===== src/rtl/mac_seq_ctrl.sv =====
// Dot-product job sequencer for an external pipelined 8x8 multiplier.
// A tag pipe tracks which multiplier output cycles carry a real product.
module mac_seq_ctrl #(
  parameter int DATA_W   = 8,
  parameter int MAX_LEN  = 8,
  parameter int LEN_W    = $clog2(MAX_LEN+1),
  parameter int MULT_LAT = 2,
  parameter int ACC_W    = 2*DATA_W + $clog2(MAX_LEN)
) (
  input  logic                I_sys_clk,
  input  logic                I_sys_rst,
  input  logic                I_start,
  input  logic [LEN_W-1:0]    I_len,
  input  logic                I_abort,
  input  logic                I_op_valid,
  input  logic [DATA_W-1:0]   I_op_a,
  input  logic [DATA_W-1:0]   I_op_b,
  output logic                O_op_ready,
  output logic                O_mult_ena,
  output logic [DATA_W-1:0]   O_mult_a,
  output logic [DATA_W-1:0]   O_mult_b,
  input  logic [2*DATA_W-1:0] I_mult_p,
  output logic                O_busy,
  output logic [ACC_W-1:0]    O_result,
  output logic                O_result_valid
);

  typedef enum logic [1:0] {S_IDLE, S_RUN, S_DRAIN, S_DONE} state_t;

  state_t             state, state_nxt;
  logic [LEN_W-1:0]   n_len, issued, retired, len_clamp;
  logic [MULT_LAT:0]  tag_pipe;
  logic [ACC_W-1:0]   acc, acc_sum;
  logic               accept, retire, last_issue, last_retire, start_take;

  assign len_clamp  = (I_len > LEN_W'(MAX_LEN)) ? LEN_W'(MAX_LEN) : I_len;
  assign start_take = (state == S_IDLE) && I_start;

  assign O_busy         = (state != S_IDLE);
  assign O_mult_ena     = (state == S_RUN) || (state == S_DRAIN);
  assign O_op_ready     = (state == S_RUN) && (issued < n_len);
  assign O_result_valid = (state == S_DONE);

  // Abort suppresses both accept and retire in the same cycle.
  assign accept      = O_op_ready & I_op_valid & ~I_abort;
  assign retire      = O_mult_ena & tag_pipe[MULT_LAT] & ~I_abort;
  assign last_issue  = accept && ((issued + LEN_W'(1)) == n_len);
  assign last_retire = retire && ((retired + LEN_W'(1)) == n_len);
  assign acc_sum     = acc + ACC_W'(I_mult_p);

  always_ff @(posedge I_sys_clk or posedge I_sys_rst) begin
    if (I_sys_rst) state <= S_IDLE;
    else           state <= state_nxt;
  end

  always_comb begin
    state_nxt = state;
    case (state)
      S_IDLE:  if (I_start) state_nxt = (len_clamp == '0) ? S_DONE : S_RUN;
      S_RUN: begin
        if (I_abort)          state_nxt = S_IDLE;
        else if (last_retire) state_nxt = S_DONE;
        else if (last_issue)  state_nxt = S_DRAIN;
      end
      S_DRAIN: begin
        if (I_abort)          state_nxt = S_IDLE;
        else if (last_retire) state_nxt = S_DONE;
      end
      S_DONE:  state_nxt = S_IDLE;
      default: state_nxt = S_IDLE;
    endcase
  end

  always_ff @(posedge I_sys_clk or posedge I_sys_rst) begin
    if (I_sys_rst) begin
      n_len    <= '0;
      issued   <= '0;
      retired  <= '0;
      tag_pipe <= '0;
      acc      <= '0;
      O_mult_a <= '0;
      O_mult_b <= '0;
      O_result <= '0;
    end else if (start_take) begin
      n_len    <= len_clamp;
      issued   <= '0;
      retired  <= '0;
      tag_pipe <= '0;
      acc      <= '0;
      if (len_clamp == '0) O_result <= '0;
    end else if (I_abort && (state != S_IDLE)) begin
      // O_result deliberately keeps the last completed job's value.
      issued   <= '0;
      retired  <= '0;
      tag_pipe <= '0;
      acc      <= '0;
    end else if (O_mult_ena) begin
      tag_pipe <= {tag_pipe[MULT_LAT-1:0], accept};
      if (accept) begin
        O_mult_a <= I_op_a;
        O_mult_b <= I_op_b;
        issued   <= issued + LEN_W'(1);
      end
      if (retire) begin
        acc     <= acc_sum;
        retired <= retired + LEN_W'(1);
        if (last_retire) O_result <= acc_sum;
      end
    end
  end

endmodule


===== config.mk =====
export PLATFORM = sky130hd
export DESIGN_NAME = mac_seq_ctrl
export DESIGN_NICKNAME = d
export VERILOG_FILES = /design/src/rtl/mac_seq_ctrl.sv
export SDC_FILE = /design/constraint.sdc
export NUM_CORES = 1
export LEC_CHECK = 0
export BUFFER_PORTS_ARGS = -buffer_cell sky130_fd_sc_hd__buf_4
export CORE_UTILIZATION = 60
export DETAILED_ROUTE_END_ITERATION = 10
export PLACE_DENSITY = 0.86
export SETUP_SLACK_MARGIN = 0.1
export SLEW_MARGIN = 20
export SYNTH_ARGS = -nofsm -noshare
export SYNTH_HDL_FRONTEND = slang
export SYNTH_SLANG_ARGS = --single-unit
export TNS_END_PERCENT = 5

===== constraint.sdc =====
create_clock -name I_sys_clk -period 6.92 [get_ports I_sys_clk]
set_input_delay 0.346 -clock I_sys_clk [delete_from_list [all_inputs] [get_ports I_sys_clk]]
set_output_delay 0.346 -clock I_sys_clk [all_outputs]
set_load 0.005 [all_outputs]

* Yosys cells after proc, flatten, opt, wreduce, memory -nomap -nowiden
Cells that the tools add are included.
** Word-level totals
- Bits in registers :: 71
- Input bits :: 41
- Output and inout bits :: 39
- Word-level logic and storage cells :: 81
** Operators by class
- $add $sub $neg :: 3
- $lt $le $gt $ge :: 2
- Equality and inequality tests :: 10
- Muxes and demuxes :: 30
- Bitwise operators :: 7
- Reductions and logical operators :: 20
** Operators by type and width (number)
- 19-bit 2-to-1 mux :: 10
- 4-bit 2-to-1 mux :: 9
- 19-bit by 16-bit adder with 19-bit output :: 1
- 2-bit 2-to-1 mux :: 7
- 3-bit 2-to-1 mux :: 3
- 3-bit nonzero test :: 3
- 4-bit by 1-bit adder with 4-bit output, second input constant :: 2
- 4-bit equality test :: 2
- 2-bit one-hot mux with 4 select lines :: 1
- 2-bit nonzero test :: 4
- 1-bit logical AND :: 5
- 5-bit AND reduction :: 1
- 1-bit bitwise AND :: 4
- 2-bit equality test, second input constant :: 2
- 4-bit greater-than comparator, second input constant :: 1
- 4-bit logical NOT :: 1
- 4-bit < comparator :: 1
- 2-bit inequality test, second input constant :: 2
- 4-bit inequality test, second input constant :: 1
- 2-bit AND reduction :: 2
- 4-bit AND reduction :: 1
- 3-bit inequality test, second input constant :: 1
- 1-bit NOT :: 3
- 3-bit AND reduction :: 1
- 4 further kinds :: 4

* Longest topological paths before layout
- Depth in word-level cells :: 10
- Gate-level depth with buffers :: 12
- Gate-level depth less buffers :: 9

* Worst setup path before layout
Ideal clock, no wire load.
- Path type :: flip-flop to flip-flop
- From :: register acc[0]
- To :: register O_result[18]
- Setup time :: 0.134 ns
- Data arrival time :: 2.137 ns
- Slack :: 4.649 ns
- Stages on the path, launching flop included :: 10
- Path buffers :: 0
- Path through :: dfrtp_1 ha_1 fa_1 a21oi_1 o221a_1 and3b_1 o221a_4 nand3b_4 xor2_1 o21ai_0
** Between the ends
- Cells in the longest elaborated chain, start to end :: 6
** Ends and longest elaborated chain
- from (decl) :: RTL line 33 : logic [ACC_W-1:0] acc, acc_sum;
- from (signal assigned) :: RTL line 105 : acc <= acc_sum;
- 19-bit by 16-bit adder with 19-bit output :: RTL line 49 : assign acc_sum = acc + ACC_W'(I_mult_p);
- 19-bit 2-to-1 mux :: RTL line 107 : if (last_retire) O_result <= acc_sum;
- 19-bit 2-to-1 mux :: RTL line 104 : if (retire) begin
- 19-bit 2-to-1 mux :: RTL line 97 : end else if (O_mult_ena) begin
- 19-bit 2-to-1 mux :: RTL line 91 : end else if (I_abort && (state != S_IDLE)) begin
- 19-bit 2-to-1 mux :: RTL line 84 : end else if (start_take) begin
- to (signal assigned) :: RTL line 107
- to (decl) :: RTL line 24 : output logic [ACC_W-1:0] O_result,
Every way passes these cells. The select of a mux whose other input is x is not followed.
A chain may end at the register's enable or synchronous reset.

* Worst setup path after layout
- From :: register state[0]
- To :: register O_result[11]
** Between the ends
- Cells in the longest elaborated chain, start to end :: 7
** Ends and longest elaborated chain
- from (decl) :: RTL line 30 : state_t state, state_nxt;
- from (signal assigned) :: RTL line 53 : else state <= state_nxt;
- 2-bit by 1-bit equality test with 1-bit output / 2-bit equality test (equally long branches) :: RTL line 40 : assign O_mult_ena = (state == S_RUN) || (state == S_DRAIN);
- 1-bit logical OR :: RTL line 40
- 1-bit bitwise AND (2 in a row) :: RTL line 46 : assign retire = O_mult_ena & tag_pipe[MULT_LAT] & ~I_abort;
- 1-bit logical AND :: RTL line 48 : assign last_retire = retire && ((retired + LEN_W'(1)) == n_len);
- 2-bit nonzero test (no source line)
- 5-bit AND reduction (no source line)
Several ways; a longest one is shown, not always the timed one.

==> impl_results.md <==
* Failing checks: DRC
* Post-CTS Resized at 0
* Worst Hold End: O_mult_b[5]
* Antenna diodes at 0
* Hold buffer count at cts at 0
* Grt ovf at 0
* Power per cell area at 280 nW/um^2
* PortBufs at 79
* Initial DRC Count at 253
* Layout cell share with drive strength beyond 1 at 0.250
* Die Y at 84.3 um
* Post-synth top cells: dfrtp_1 (71), o21ai_0 (57), nand2_1 (38)
* Top delay family on crit path: simple AND/OR/NAND/NOR gates
* H-tree depth at 3
* Logic pwr share at 0.313
* Yosys top cell by area: dfrtp_1
* RR Endpoint: O_result[11]
* Crit. End Element: flip-flop
* Mapped Cells at 419
* Crit path top cell by count: nand3_1
* Design Area, Final at 4920 um^2
* Post-synth top area share at 0.438
* Worst-path clk slew at 90 ps
* Sequential share of the synthesized area at 0.438
* Endpoints failing setup at 0
* CTS tree: built
* Crit-path cells: inv_1 > ha_1 > nand2_1 > nor2_2 > nand3_1 > nor3_1 > nand3_2 > nand3_1 > o21ai_0
* Min-delay src: I_op_b[5]
* CP peak stage delay at 610 ps
* DP Worst Slack at 4060 ps
* Synth unique cells at 56
* Hold Path Cell Cnt at 2
* Pins over their slew limit at 0
* RSZ-0062 raised after global routing: no
* Final setup margin at 4000 ps
* Worst path slowest cell: nand3_2
* R2R depth at 9
* Period utilisation layout at 0.422
* Post-detailed-route via-to-cell ratio at 6.04
* Asr flop ratio synth at 1.00
* Ys flop type: dfrtp_1
* Tot Pwr at 1.38 mW
* Clk_lat worst skew at 350 ps
* Worst-path fanout max at 38
* Net Count, Synth at 488
* Routed WL at 9660 um
* Residual DRC at 6
* Worst IR Drop VDD at 180 uV
* Placed insts at 561
* Mapped Area at 4060 um^2
* Post-route insts no fill at 577
* Clock share of power at 0.295
* Post-synth EDFFs at 0
* Vias in the first global route at 3462
* Antenna violations before repair at 0
* Period minus WS final at 2920 ps
* ANT nets after route at 0
* Nets at 564
* Synth Area in Compound Gates at 0.157
* Die W at 84.3 um
* Count leader, synth: dfrtp_1
* Core Region at 6420 um^2
* Worst setup SP type: flip-flop
* Synth Area in Simple Gates at 0.155
* Mux cell area share after synthesis at 0.0623
* Die area at 7100 um^2
* Starting Density at 0.632
* Largest family of logic cells by synthesized area: compound AO/OA/AOI/OAI gates
* Layout Skew at 16.1 ps
* I/O Pins at 80
* Num CTS Buffers at 9
* Switching part of the total at 0.311
* Crit path buffers/inverters at 1
* Total Routing Usage GR at 0.291
* Yosys warns at 0
* RR Startpoint: state[0]
* Largest cells by area after synthesis: dfrtp_1 (44%), ha_1 (8.3%), o21ai_0 (7.0%)
* Clk sinks at 71
* Adder-cell area share of the yosys netlist at 0.0882
* Worst min-delay path category: in2reg
* Largest net degree at the start of global routing at 72
* Reg2Reg Setup Slack at 4000 ps
* Leak at 2.36 nW
* Outcome: finished, violations left
* Req. time, crit path at 7120 ps
* Final total negative setup slack at 0 ps
* Worst Tran Pin Value at 894 ps
* First-pass GRT wire length at 16300 um
* P_int at 0.950 mW
* Clock buffer depth at 2
* CP Class: reg2reg
* Critical path arrival at 3110 ps
* CTS root buf: clkbuf_8
* Final Hold Viols at 0
* Max-Cap Viols at 0
* Placed cell area at 4680 um^2
* Routed len/inst at 16.7 um
* Slew margin rel. at 0.404
* Part of the power in registers at 0.392
* DR vias at 3487
* Sw power at 0.428 mW
* Max Fclk at 0.343 GHz
* GPL Wtd Cong at 0.958
* TritonRoute pass-1 iters at 10
* # rows at 29
* Synthesis-stage register bit count at 71
* Synthesized area per cell at 9.69 um^2
* XOR/XNOR share of the synthesized area at 0.0583
* HPWL Detailed at 6740 um
* # Post-CTS Setup Buffers at 0
* Area growth from synthesis to layout at 21.2%
[registers in the layout, summed over array words and instances, names as in the netlist]
name      count
O_mult_a      8
O_mult_b      8
O_result     19
acc          19
issued        4
n_len         4
retired       4
state         2
tag_pipe      3
[cells by family after synthesis]
group / after synthesis
fa+ha+maj: 28
mux: 23
buf+inv: 37
compound gates: 109
flops: 71
xor+xnor: 27
simple gates: 124
[layout make-up]
class | count | area [um^2]
Multi-Input combinational cell | 311 | 2120
Inverter | 21 | 78.8
Tap cell | 77 | 96.3
Timing Repair Buffer | 81 | 608
Fill cell | 453 | 1500
Clock buffer | 9 | 124
Sequential cell | 71 | 1780
Clock inverter | 7 | 120
[cell usage in the layout, fill, tap and decap left out, drive strengths merged, types with 3 or more instances in the layout]
cell,Yosys,final
buf,8,81
dfrtp,71,71
o21ai,59,59
nand2,39,39
nand3,35,35
ha,27,27
a21oi,25,25
inv,21,22
xnor2,18,18
mux2,18,18
nor2,14,14
xor2,9,9
clkbuf,8,9
nand2b,6,6
nor3,5,5
mux2i,5,5
nor2b,4,4
o21bai,3,3
o211ai,3,3
and3,3,3
nand4,3,3
a31oi,3,3
bufinv,0,3
[stage by stage]
| step | utilization | hold slack (ps) |
|---|---|---|
| after floorplan | - | 447 |
| after global placement | 0.727 | 466 |
| after detailed placement | 0.728 | 479 |
| after CTS | 0.766 | 214 |
| after global routing | 0.766 | 201 |
| final | 0.766 | 220 |
[worst reg2reg max path: stages, from the launching register on]
cell and delay (ps):
dfrtp_1 390, inv_1 100, ha_1 450, nand2_1 110, nor2_2 160, nand3_1 100
nor3_1 410, nand3_2 610, nand3_1 320, o21ai_0 120
[worst max path at each step]
stage | startpoint | to | slack (ps) | cells past startpoint
after floorplan | acc[0] | O_result[18] | 4650 | 9
final | state[0] | O_result[11] | 4000 | 9
after CTS | state[0] | O_result[11] | 4010 | 9
after detailed placement | state[0] | O_result[13] | 4060 | 9
after global routing | state[0] | O_result[16] | 3610 | 9
after global placement | state[0] | O_result[15] | 3910 | 9
[layer usage]
| layer | vias up | track usage | part of all wire |
|---|---|---|---|
| li1 | 1640 | - | - |
| met1 | 1705 | 0.372 | 0.43 |
| met2 | 120 | 0.489 | 0.50 |
| met3 | 22 | 0.0452 | 0.049 |
| met4 | 0 | 0.135 | 0.023 |
| met5 | - | 0 | 0 |
[power by group through the flow]
stage	Clock (mW)	Combinational [mW]	Sequential [mW]
6_report	0.407	0.431	0.540
5_1_grt	0.430	0.469	0.550
4_1_cts	0.410	0.431	0.540
3_5_place_dp	0	0.425	0.546
3_3_place_gp	0	0.408	0.539
2_1_floorplan	0	0.255	0.538
(Power assumes the default switching activity.)
